===== src/rtl/uart_alu_host.sv =====
// Host-side initiator for the UART ALU protocol: sends op/A/B bytes into the TX FIFO,
// then waits for one result byte from the RX FIFO or reports a timeout.
module uart_alu_host #(
  parameter int unsigned DBIT    = 8,
  parameter int unsigned NB_OP   = 6,
  parameter int unsigned TIMEOUT = 1000000,
  parameter int unsigned NB_TO   = 20
) (
  input  logic             clk,
  input  logic             reset,
  input  logic             i_cmd_valid,
  output logic             o_cmd_ready,
  input  logic [NB_OP-1:0] i_op,
  input  logic [DBIT-1:0]  i_a,
  input  logic [DBIT-1:0]  i_b,
  output logic             o_wr_uart,
  output logic [DBIT-1:0]  o_w_data,
  input  logic             i_tx_full,
  output logic             o_rd_uart,
  input  logic [DBIT-1:0]  i_r_data,
  input  logic             i_rx_empty,
  output logic             o_rsp_valid,
  output logic [DBIT-1:0]  o_result,
  output logic             o_timeout
);

  localparam logic [2:0] IDLE     = 3'd0;
  localparam logic [2:0] SEND_OP  = 3'd1;
  localparam logic [2:0] SEND_A   = 3'd2;
  localparam logic [2:0] SEND_B   = 3'd3;
  localparam logic [2:0] WAIT_RSP = 3'd4;

  localparam logic [NB_TO-1:0] TO_LAST = NB_TO'(TIMEOUT - 1);

  logic [2:0]       state_q, state_d;
  logic [NB_TO-1:0] cnt_q, cnt_d;
  logic [NB_OP-1:0] op_q, op_d;
  logic [DBIT-1:0]  a_q, a_d, b_q, b_d;
  logic             wr_q, wr_d;
  logic [DBIT-1:0]  wdata_q, wdata_d;
  logic             rd_q, rd_d;
  logic             rsp_q, rsp_d;
  logic [DBIT-1:0]  result_q, result_d;
  logic             to_q, to_d;
  logic             cmd_ready;

  assign cmd_ready   = (state_q == IDLE) & i_rx_empty & ~rd_q & ~reset;
  assign o_cmd_ready = cmd_ready;

  // A write may only issue when no write was issued last cycle, so the FIFO full flag
  // has had a cycle to reflect the previous byte.
  always_comb begin
    state_d  = state_q;
    cnt_d    = cnt_q;
    op_d     = op_q;
    a_d      = a_q;
    b_d      = b_q;
    wr_d     = 1'b0;
    wdata_d  = wdata_q;
    rd_d     = 1'b0;
    rsp_d    = 1'b0;
    result_d = result_q;
    to_d     = 1'b0;
    unique case (state_q)
      IDLE: begin
        if (i_cmd_valid && cmd_ready) begin
          op_d    = i_op;
          a_d     = i_a;
          b_d     = i_b;
          state_d = SEND_OP;
        end else if (!i_rx_empty && !rd_q) begin
          rd_d = 1'b1;
        end
      end
      SEND_OP: begin
        if (!i_tx_full && !wr_q) begin
          wr_d               = 1'b1;
          wdata_d            = '0;
          wdata_d[NB_OP-1:0] = op_q;
          state_d            = SEND_A;
        end
      end
      SEND_A: begin
        if (!i_tx_full && !wr_q) begin
          wr_d    = 1'b1;
          wdata_d = a_q;
          state_d = SEND_B;
        end
      end
      SEND_B: begin
        if (!i_tx_full && !wr_q) begin
          wr_d    = 1'b1;
          wdata_d = b_q;
          cnt_d   = '0;
          state_d = WAIT_RSP;
        end
      end
      WAIT_RSP: begin
        cnt_d = cnt_q + 1'b1;
        // A byte arriving on the terminal count still wins over the timeout.
        if (!i_rx_empty) begin
          rd_d     = 1'b1;
          rsp_d    = 1'b1;
          result_d = i_r_data;
          state_d  = IDLE;
        end else if (cnt_q == TO_LAST) begin
          rsp_d    = 1'b1;
          to_d     = 1'b1;
          result_d = '0;
          state_d  = IDLE;
        end
      end
      default: state_d = IDLE;
    endcase
  end

  always_ff @(posedge clk) begin
    if (reset) begin
      state_q  <= IDLE;
      cnt_q    <= '0;
      op_q     <= '0;
      a_q      <= '0;
      b_q      <= '0;
      wr_q     <= 1'b0;
      wdata_q  <= '0;
      rd_q     <= 1'b0;
      rsp_q    <= 1'b0;
      result_q <= '0;
      to_q     <= 1'b0;
    end else begin
      state_q  <= state_d;
      cnt_q    <= cnt_d;
      op_q     <= op_d;
      a_q      <= a_d;
      b_q      <= b_d;
      wr_q     <= wr_d;
      wdata_q  <= wdata_d;
      rd_q     <= rd_d;
      rsp_q    <= rsp_d;
      result_q <= result_d;
      to_q     <= to_d;
    end
  end

  assign o_wr_uart   = wr_q;
  assign o_w_data    = wdata_q;
  assign o_rd_uart   = rd_q;
  assign o_rsp_valid = rsp_q;
  assign o_result    = result_q;
  assign o_timeout   = to_q;

endmodule

===== config.mk =====
export PLATFORM = sky130hd
export DESIGN_NAME = uart_alu_host
export DESIGN_NICKNAME = d
export VERILOG_FILES = /design/src/rtl/uart_alu_host.sv
export SDC_FILE = /design/constraint.sdc
export NUM_CORES = 1
export LEC_CHECK = 0
export CAP_MARGIN = 20
export CORE_MARGIN = 2
export CORE_UTILIZATION = 25
export DETAILED_ROUTE_END_ITERATION = 7
export REMOVE_ABC_BUFFERS = 1
export SLEW_MARGIN = 20
export SYNTH_ARGS = -nofsm -noshare
export SYNTH_HDL_FRONTEND = slang
export SYNTH_SLANG_ARGS = --single-unit

===== constraint.sdc =====
create_clock -name clk -period 1.8 [get_ports clk]
set_input_delay 0.27 -clock clk [delete_from_list [all_inputs] [get_ports clk]]
set_output_delay 0.27 -clock clk [all_outputs]
set_load 0.03 [all_outputs]

==> impl_metrics.json, run 1 <==
{
  "p_leak_nw": 1.38,
  "fmaxAchievable_mhz": 582,
  "place_congestion": 0.811,
  "syn_inst": 349,
  "drtIter0Drc": 120,
  "cts.sinks": 65,
  "cts_max_level": 3,
  "max_cap_viol_count": 0,
  "multiInputGateArea_sq_um": 1490,
  "clock_path_buffers": 2,
  "synth_area_leaders": "dfxtp_1 45%, nand2_1 9.7%, a21oi_1 8.5%, o211ai_1 4.4%, mux2i_1 3.8%",
  "tns_ns": 0,
  "slew_violations": 0,
  "cts_buffers": 9,
  "synth_edf_count": 0,
  "syn_area_sq_um": 2870,
  "cp.arrival_ns": 1.45,
  "vias": 2739,
  "holdWs_ns": 0.427,
  "grt_max_degree": 26,
  "cts_tree": "yes",
  "end_kind": "primary output",
  "path_clk_slew_ns": 0.05,
  "clk_latency_ns": 0.33,
  "placed_area_sq_um": 3720,
  "syn_avg_cell_area_sq_um": 8.22,
  "critPathLaunchType": "flip-flop",
  "seq_area_frac_synth": 0.454,
  "syn2layout_area_growth_pct": 41.0,
  "finalCriticalPeriod_ns": 1.72,
  "grt_remaining_overflow": 0,
  "clockRootBuffer": "clkbuf_16",
  "regArea_sq_um": 1300,
  "critPathMaxFanout": 13,
  "fillers": 1168,
  "layout_setup_ws_ns": 0.0806,
  "drive_above_1_share": 0.153,
  "crit_type": "reg2out",
  "antenna_cells": 0,
  "slew_headroom": 0.749,
  "tightest_slew_ns": 0.376,
  "hold_path_class": "in2reg",
  "dr.pass1.iters": 4,
  "r2r-end": "cnt_q[7]$_SDFFE_PP0P_",
  "die_w_um": 111,
  "peakVddDrop_v": 0.000445,
  "final_cells": 569,
  "dp_worst_setup_slack_ns": -0.0183,
  "p_per_area_nw_per_um2": 880,
  "stdcell_area_sq_um": 4050,
  "synth.ff_latch_count": 65,
  "setup_viol": 0,
  "std_cell_rows": 39,
  "initial_core_util": 0.253,
  "numPortBuffers": 55,
  "yosys.area.top_type": "dfxtp_1",
  "ys_async_sr_fraction": 0,
  "period_share": 0.955,
  "hold_start": "reset",
  "die_y_um": 111,
  "grt_pass1_wl_mm": 13.2,
  "wirelength_mm": 7.56,
  "grt_util_all_layers": 0.130,
  "hold_viol_final": 0,
  "yosysTopAreaCellShare": 0.454,
  "dp.cells": 552,
  "whs_endpoint": "cnt_q[10]$_SDFFE_PP0P_",
  "antenna_found_initial": 0,
  "skew_ns": 0.00695,
  "die-area_sq_um": 12300,
  "status": "finished, final reports clean",
  "ctsHoldBuffers": 0,
  "yosysWarnings": 0,
  "hold_path_depth": 3,
  "reg2reg_slack_ns": 0.10,
  "num-nets-final": 457,
  "ys_dominant_reg_cell": "dfxtp_1",
  "drc": 0,
  "reg2reg_depth": 4,
  "viasPerCell": 4.81,
  "rsz0062_at_grt": "false",
  "io_pins": 56,
  "required_ns": 1.53,
  "ant_nets": 0,
  "r2r-start": "state_q[1]$_SDFFE_PP0P_",
  "core_area_sq_um": 11300,
  "grt_pass1_vias": 2797,
  "wl_per_cell_um": 13.3,
  "dp_hpwl_mm": 5.42,
  "ys_types": 42
}
[registers in the layout (all words and copies together) (netlist names)]
register     cells
a_q              8
o_rd_uart        1
o_w_data         8
op_q             6
o_wr_uart        1
state_q          3
cnt_q           20
b_q              8
o_timeout        1
o_rsp_valid      1
o_result         8
[metrics by stage]
step,util,total power [mW]
final,0.357,3.56
after global routing,0.357,3.70
after CTS,0.355,3.60
after detailed placement,0.329,1.87
after global placement,0.329,1.86
after floorplan,-,1.66
[where the power goes]
group / total [mW] / internal (mW) / leakage, nW / switching (mW)
Clock: 1.72 / 1.10 / 0.148 / 0.623
Sequential: 1.49 / 1.47 / 0.526 / 0.0172
Combinational: 0.352 / 0.170 / 0.710 / 0.182
[layout by cell type, fill, tap and decap left out, drive strengths merged, types with 2 or more instances in the layout]
master,instances
nor4b,2
or2,7
clkdlybuf4s50,53
clkinv,4
o21ai,2
dfxtp,65
nor3b,3
nand2b,2
or3,4
o211ai,17
mux2,3
a31oi,3
and2,3
or4,4
a22oi,8
and2b,2
clkbuf,10
nand4,7
nand3b,2
nand2,74
nor2,15
nor4,6
and3,2
nand3,15
mux2i,11
nor3,7
buf,31
a21oi,49
o311ai,2
[layer usage]
| layer | up-vias | routed length, um | GRT usage |
|---|---|---|---|
| li1 | 1395 | - | - |
| met4 | 0 | 146 | 0.0395 |
| met5 | - | 0 | 0 |
| met1 | 1269 | 3510 | 0.160 |
| met3 | 15 | 391 | 0.0421 |
| met2 | 60 | 3510 | 0.216 |
[cell type report]
type / instances / area share
Inverter: 1 / 0.000928
Tap cell: 143 / 0.0442
Timing Repair Buffer: 84 / 0.191
Clock inverter: 6 / 0.0142
Multi-Input combinational cell: 260 / 0.368
Clock buffer: 10 / 0.0591
Sequential cell: 65 / 0.322
[synth_stat cells, types with 3 or more instances]
library cell / count
a21oi_1: 49
a22oi_1: 8
a31oi_1: 3
and2_1: 3
clkbuf_1: 20
dfxtp_1: 65
mux2_2: 3
mux2i_1: 11
nand2_1: 74
nand3_1: 15
nand4_1: 7
nor2_1: 15
nor3_1: 7
nor3b_1: 3
nor4_1: 5
o211ai_1: 17
or2_2: 6
or3_1: 4
or4_1: 4
[worst max path at each step]
| stage | slack, ns | endpoint | cells after the start | from |
|---|---|---|---|---|
| after CTS | 0.02 | o_cmd_ready | 5 | state_q[0]$_SDFFE_PP0P_ |
| after global placement | -0.03 | a_q[3]$_SDFFE_PP0P_ | 6 | i_rx_empty |
| final | 0.08 | o_cmd_ready | 5 | state_q[0]$_SDFFE_PP0P_ |
| after floorplan | -0.23 | cnt_q[7]$_SDFFE_PP0P_ | 4 | state_q[0]$_SDFFE_PP0P_ |
| after detailed placement | -0.02 | a_q[3]$_SDFFE_PP0P_ | 6 | i_rx_empty |
| after global routing | 0.003 | cnt_q[7]$_SDFFE_PP0P_ | 4 | state_q[1]$_SDFFE_PP0P_ |
[worst max-delay path: stages (launching register included)]
cell     delay (ns)
dfxtp_1        0.32
buf_4          0.24
nor2_2         0.07
buf_4          0.15
and3_1         0.18
buf_4          0.16
[what timing repair did]
item	in CTS	in global routing
setup endpoints to repair	2	8
resized for setup	1	5
buffers inserted	0	1
pin swaps	0	1
[cell families (layout without fill, tap and decap cells)]
group / Yosys count / count (layout) / share of synthesized area
muxes: 14 / 14 / 0.0502
xor gates and xnor gates: 1 / 1 / 0.00305
AOI/OAI and AO/OA: 84 / 84 / 0.175
adders and majority gates: 1 / 1 / 0.00436
and+or+nand+nor: 160 / 160 / 0.278
buffers and inverters: 24 / 101 / 0.0353
DFF: 65 / 65 / 0.454
Power figures use the tool's default switching activity.
==> run 2, diff against run 1 <==
Settings changed: CORE_MARGIN 2 to default.
==> impl_metrics.json, run 2 (synthesis results as in run 1) <==
{
  "clock_path_buffers": 2,
  "layout_setup_ws_ns": 0.0889,
  "tightest_slew_ns": 0.372,
  "antenna_cells": 0,
  "cts_max_level": 3,
  "grt_util_all_layers": 0.129,
  "final_util": 0.371,
  "die_y_um": 109,
  "fillers": 1134,
  "dp_hpwl_mm": 5.09,
  "wirelength_mm": 7.18,
  "largest_reg_flops": 20,
  "setup_viol": 0,
  "globalRoute.busiestLayer": "met2",
  "fmaxAchievable_mhz": 584,
  "antenna_found_initial": 0,
  "end_kind": "primary output",
  "crit_type": "reg2out",
  "largest-register": "cnt_q",
  "slew_headroom": 0.750,
  "critPathMaxFanout": 13,
  "max_cap_viol_count": 0,
  "syn2layout_area_growth_pct": 42.5,
  "skew_ns": 0.00820,
  "core_area_sq_um": 11000,
  "clockRootBuffer": "clkbuf_16",
  "hold_viol_final": 0,
  "dr.pass1.iters": 4,
  "drc": 0,
  "die_w_um": 109,
  "postCtsSetupBuffers": 0,
  "cts.sinks": 65,
  "cts_buffers": 9,
  "grtUsageMet3": 0.0353,
  "wl_per_cell_um": 12.7,
  "cts_tree": "yes",
  "status": "finished, final reports clean",
  "hold_path_class": "in2reg",
  "initial_core_util": 0.260,
  "grtUsageMet1": 0.167,
  "period_share": 0.951,
  "peakVddDrop_v": 0.000471,
  "drtIter0Drc": 136,
  "met2_usage": 0.206,
  "p_leak_nw": 1.41,
  "power_mw": 3.89,
  "grt_max_degree": 32,
  "layout_common_cells": "74 x nand2_1, 65 x dfxtp_1, 53 x clkdlybuf4s50_1",
  "slew_violations": 0,
  "clk_latency_ns": 0.33,
  "placed_area_sq_um": 3730,
  "viasPerCell": 4.79,
  "critPathLaunchType": "flip-flop",
  "vias": 2716,
  "grt_pass1_vias": 2562,
  "grt_remaining_overflow": 0,
  "num-nets-final": 458,
  "path_clk_slew_ns": 0.06,
  "required_ns": 1.53,
  "finalCriticalPeriod_ns": 1.71,
  "stdcell_area_sq_um": 4090,
  "die-area_sq_um": 11900,
  "cp.arrival_ns": 1.44,
  "layout_commonest_cell": "nand2_1",
  "io_pins": 56,
  "rsz0062_at_grt": "false",
  "dp_worst_setup_slack_ns": 0.0232,
  "grt_pass1_wl_mm": 12.0,
  "drive_above_1_share": 0.148,
  "place_congestion": 0.764,
  "std_cell_rows": 38,
  "ant_nets": 0,
  "p_per_area_nw_per_um2": 952,
  "numPortBuffers": 55
}
==> run 2: per-layer routing <==
layer  up-vias  part of all wire
li1       1393                 -
met1      1249              0.47
met2        63              0.47
met3        11             0.046
met4         0             0.013
met5         -                 0
==> run 2: stage by stage <==
step / hold WS (ns) / setup TNS, ns / cells
after floorplan: 0.339 / -0.729 / 326
after global placement: 0.441 / 0 / 551
after detailed placement: 0.447 / 0 / 551
after CTS: 0.443 / 0 / 567
after global routing: 0.461 / 0 / 567
final: 0.437 / 0 / 567
==> run 2: area by class of cell <==
class / instances / area, sq um / share of cell area
tap: 140 / 175 / 0.0429
timing repair buffer: 85 / 781 / 0.191
sequential: 65 / 1300 / 0.318
clock buffer: 10 / 239 / 0.0585
multi-input combinational: 260 / 1470 / 0.361
clock inverter: 6 / 114 / 0.0279
inverter: 1 / 3.75 / 0.000918
==> run 2: critical path: stages (launching register included) <==
cell,delay (ns)
dfxtp_1,0.31
buf_4,0.20
nor2_2,0.24
and3_1,0.21
buf_4,0.16
==> run 2: timing repair <==
action,CTS,global route
gates resized for setup,1,2
hold buffers,0,0
setup endpoints to repair,1,10
pin swaps,0,0
==> run 2: final timing paths <==
kind / endpoint / cells past startpoint / slack [ns] / start
max: o_cmd_ready / 4 / 0.09 / state_q[0]$_SDFFE_PP0P_
max reg2reg: cnt_q[13]$_SDFFE_PP0P_ / 4 / 0.13 / cnt_q[7]$_SDFFE_PP0P_
min reg2reg: op_q[0]$_SDFFE_PP0P_ / 2 / 0.45 / op_q[0]$_SDFFE_PP0P_
min: o_result[2]$_SDFFE_PP0P_ / 3 / 0.44 / reset
==> run 2: where the power goes <==
group | internal [mW] | switching [mW]
combinational | 0.168 | 0.175
clock | 1.39 | 0.664
sequential | 1.47 | 0.0175
total | 3.03 | 0.857
==> run 3, diff against run 2 <==
Settings changed: CELL_PAD_IN_SITES_DETAIL_PLACEMENT from default to 2, CELL_PAD_IN_SITES_GLOBAL_PLACEMENT from default to 2, PLACE_DENSITY_LB_ADDON from default to 0.1.
==> impl_metrics.json, run 3 (synthesis results as in run 1) <==
{
  "cts.sinks": 65,
  "die_y_um": 109,
  "cts_buffers": 9,
  "r2r-start": "state_q[2]$_SDFFE_PP0P_",
  "clockRootBuffer": "clkbuf_16",
  "syn2layout_area_growth_pct": 39.9,
  "hold_start": "reset",
  "fmaxAchievable_mhz": 587,
  "grt_remaining_overflow": 0,
  "wirelength_mm": 9.18,
  "cp-startpoint": "state_q[0]$_SDFFE_PP0P_",
  "end_kind": "primary output",
  "crit_type": "reg2out",
  "layout_commonest_cell": "nand2_1",
  "grt_pass1_vias": 3010,
  "grt_pass1_wl_mm": 15.1,
  "wl_per_cell_um": 16.2,
  "place_congestion": 0.766,
  "tightest_slew_ns": 0.349,
  "drive_above_1_share": 0.141,
  "postCtsSetupBuffers": 0,
  "clock_path_buffers": 2,
  "core_area_sq_um": 11000,
  "skew_ns": 0.00833,
  "setup_viol": 0,
  "finalCriticalPeriod_ns": 1.70,
  "critPathLaunchType": "flip-flop",
  "io_pins": 56,
  "path_clk_slew_ns": 0.06,
  "slew_violations": 0,
  "hold_path_class": "in2reg",
  "die-area_sq_um": 11900,
  "critPathMaxFanout": 13,
  "stdcell_area_sq_um": 4010,
  "p_per_area_nw_per_um2": 858,
  "layout_common_cells": "74 x nand2_1, 65 x dfxtp_1, 53 x clkdlybuf4s50_1",
  "antenna_cells": 0,
  "ant_nets": 0,
  "slew_headroom": 0.765,
  "ctsHoldBuffers": 0,
  "viasPerCell": 4.95,
  "drtIter0Drc": 84,
  "vias": 2800,
  "cts_max_level": 3,
  "num-nets-final": 459,
  "largest_reg_flops": 20,
  "die_w_um": 109,
  "drc": 0,
  "period_share": 0.947,
  "std_cell_rows": 38,
  "rsz0062_at_grt": "false",
  "clk_latency_ns": 0.33,
  "status": "finished, final reports clean",
  "hold_viol_final": 0,
  "largest-register": "cnt_q",
  "dp_worst_setup_slack_ns": -0.0500,
  "reg2reg_depth": 4,
  "grt_util_all_layers": 0.169,
  "placed_area_sq_um": 3730,
  "antenna_found_initial": 0,
  "tns_ns": 0,
  "cp.arrival_ns": 1.43,
  "dr.pass1.iters": 5,
  "numPortBuffers": 55,
  "layout_setup_ws_ns": 0.0951,
  "dp.cells": 552,
  "initial_core_util": 0.260,
  "p_leak_nw": 1.37,
  "power_mw": 3.44,
  "cts_tree": "yes",
  "peakVddDrop_v": 0.000442,
  "max_cap_viol_count": 0,
  "grt_max_degree": 32,
  "final_cells": 566,
  "hold_path_depth": 3,
  "required_ns": 1.53,
  "dp_hpwl_mm": 6.44,
  "fillers": 1270
}
-- run 3: cell types whose count changed in the layout (fill, tap and decap cells not counted), sizes merged --
cell      before  now
clkbuf        10   14
buf           32   33
bufinv         3    0
clkinvlp       2    0
inv            2    1
-- run 3: critical path, stage by stage (launching register included) --
cell and delay, ns:
dfxtp_1 0.31, buf_4 0.20, nor2_2 0.24, and3_1 0.20, buf_4 0.15
-- run 3: per-stage QoR --
| stage | util | hold WS (ns) |
|---|---|---|
| finish | 0.364 | 0.402 |
| global placement | 0.339 | 0.443 |
| detailed placement | 0.339 | 0.449 |
| CTS | 0.363 | 0.400 |
| floorplan | - | 0.339 |
| global route | 0.364 | 0.422 |
-- run 3: power by group --
| part | internal [mW] | switching (mW) |
|---|---|---|
| clock network | 0.993 | 0.605 |
| logic | 0.165 | 0.190 |
| registers | 1.47 | 0.0174 |
-- run 3: cell type report --
cell class                 count  area, sq um  share of cell area
multi-input combinational    260         1480               0.369
sequential                    65         1300               0.324
timing repair buffer          86          788               0.196
clock buffer                  14          264              0.0658
tap                          140          175              0.0437
inverter                       1         3.75            0.000935
-- run 3: routing by layer --
metal	global-route usage	wire, um	part of all wire
met5	0	0	0
met3	0.0311	219	0.024
met2	0.287	4570	0.50
met1	0.207	4250	0.46
met4	0.0724	146	0.016
-- run 3: final timing paths --
check / to / slack (ns)
worst max register to register: cnt_q[7]$_SDFFE_PP0P_ / 0.1
worst min-delay path: cnt_q[10]$_SDFFE_PP0P_ / 0.40
worst min register to register: b_q[2]$_SDFFE_PP0P_ / 0.45
worst max-delay path: o_cmd_ready / 0.1
-- run 3: timing repair --
action / CTS / global route
pin swaps: 0 / 1
endpoints found under the setup margin: 9 / 4
resized for setup: 2 / 2
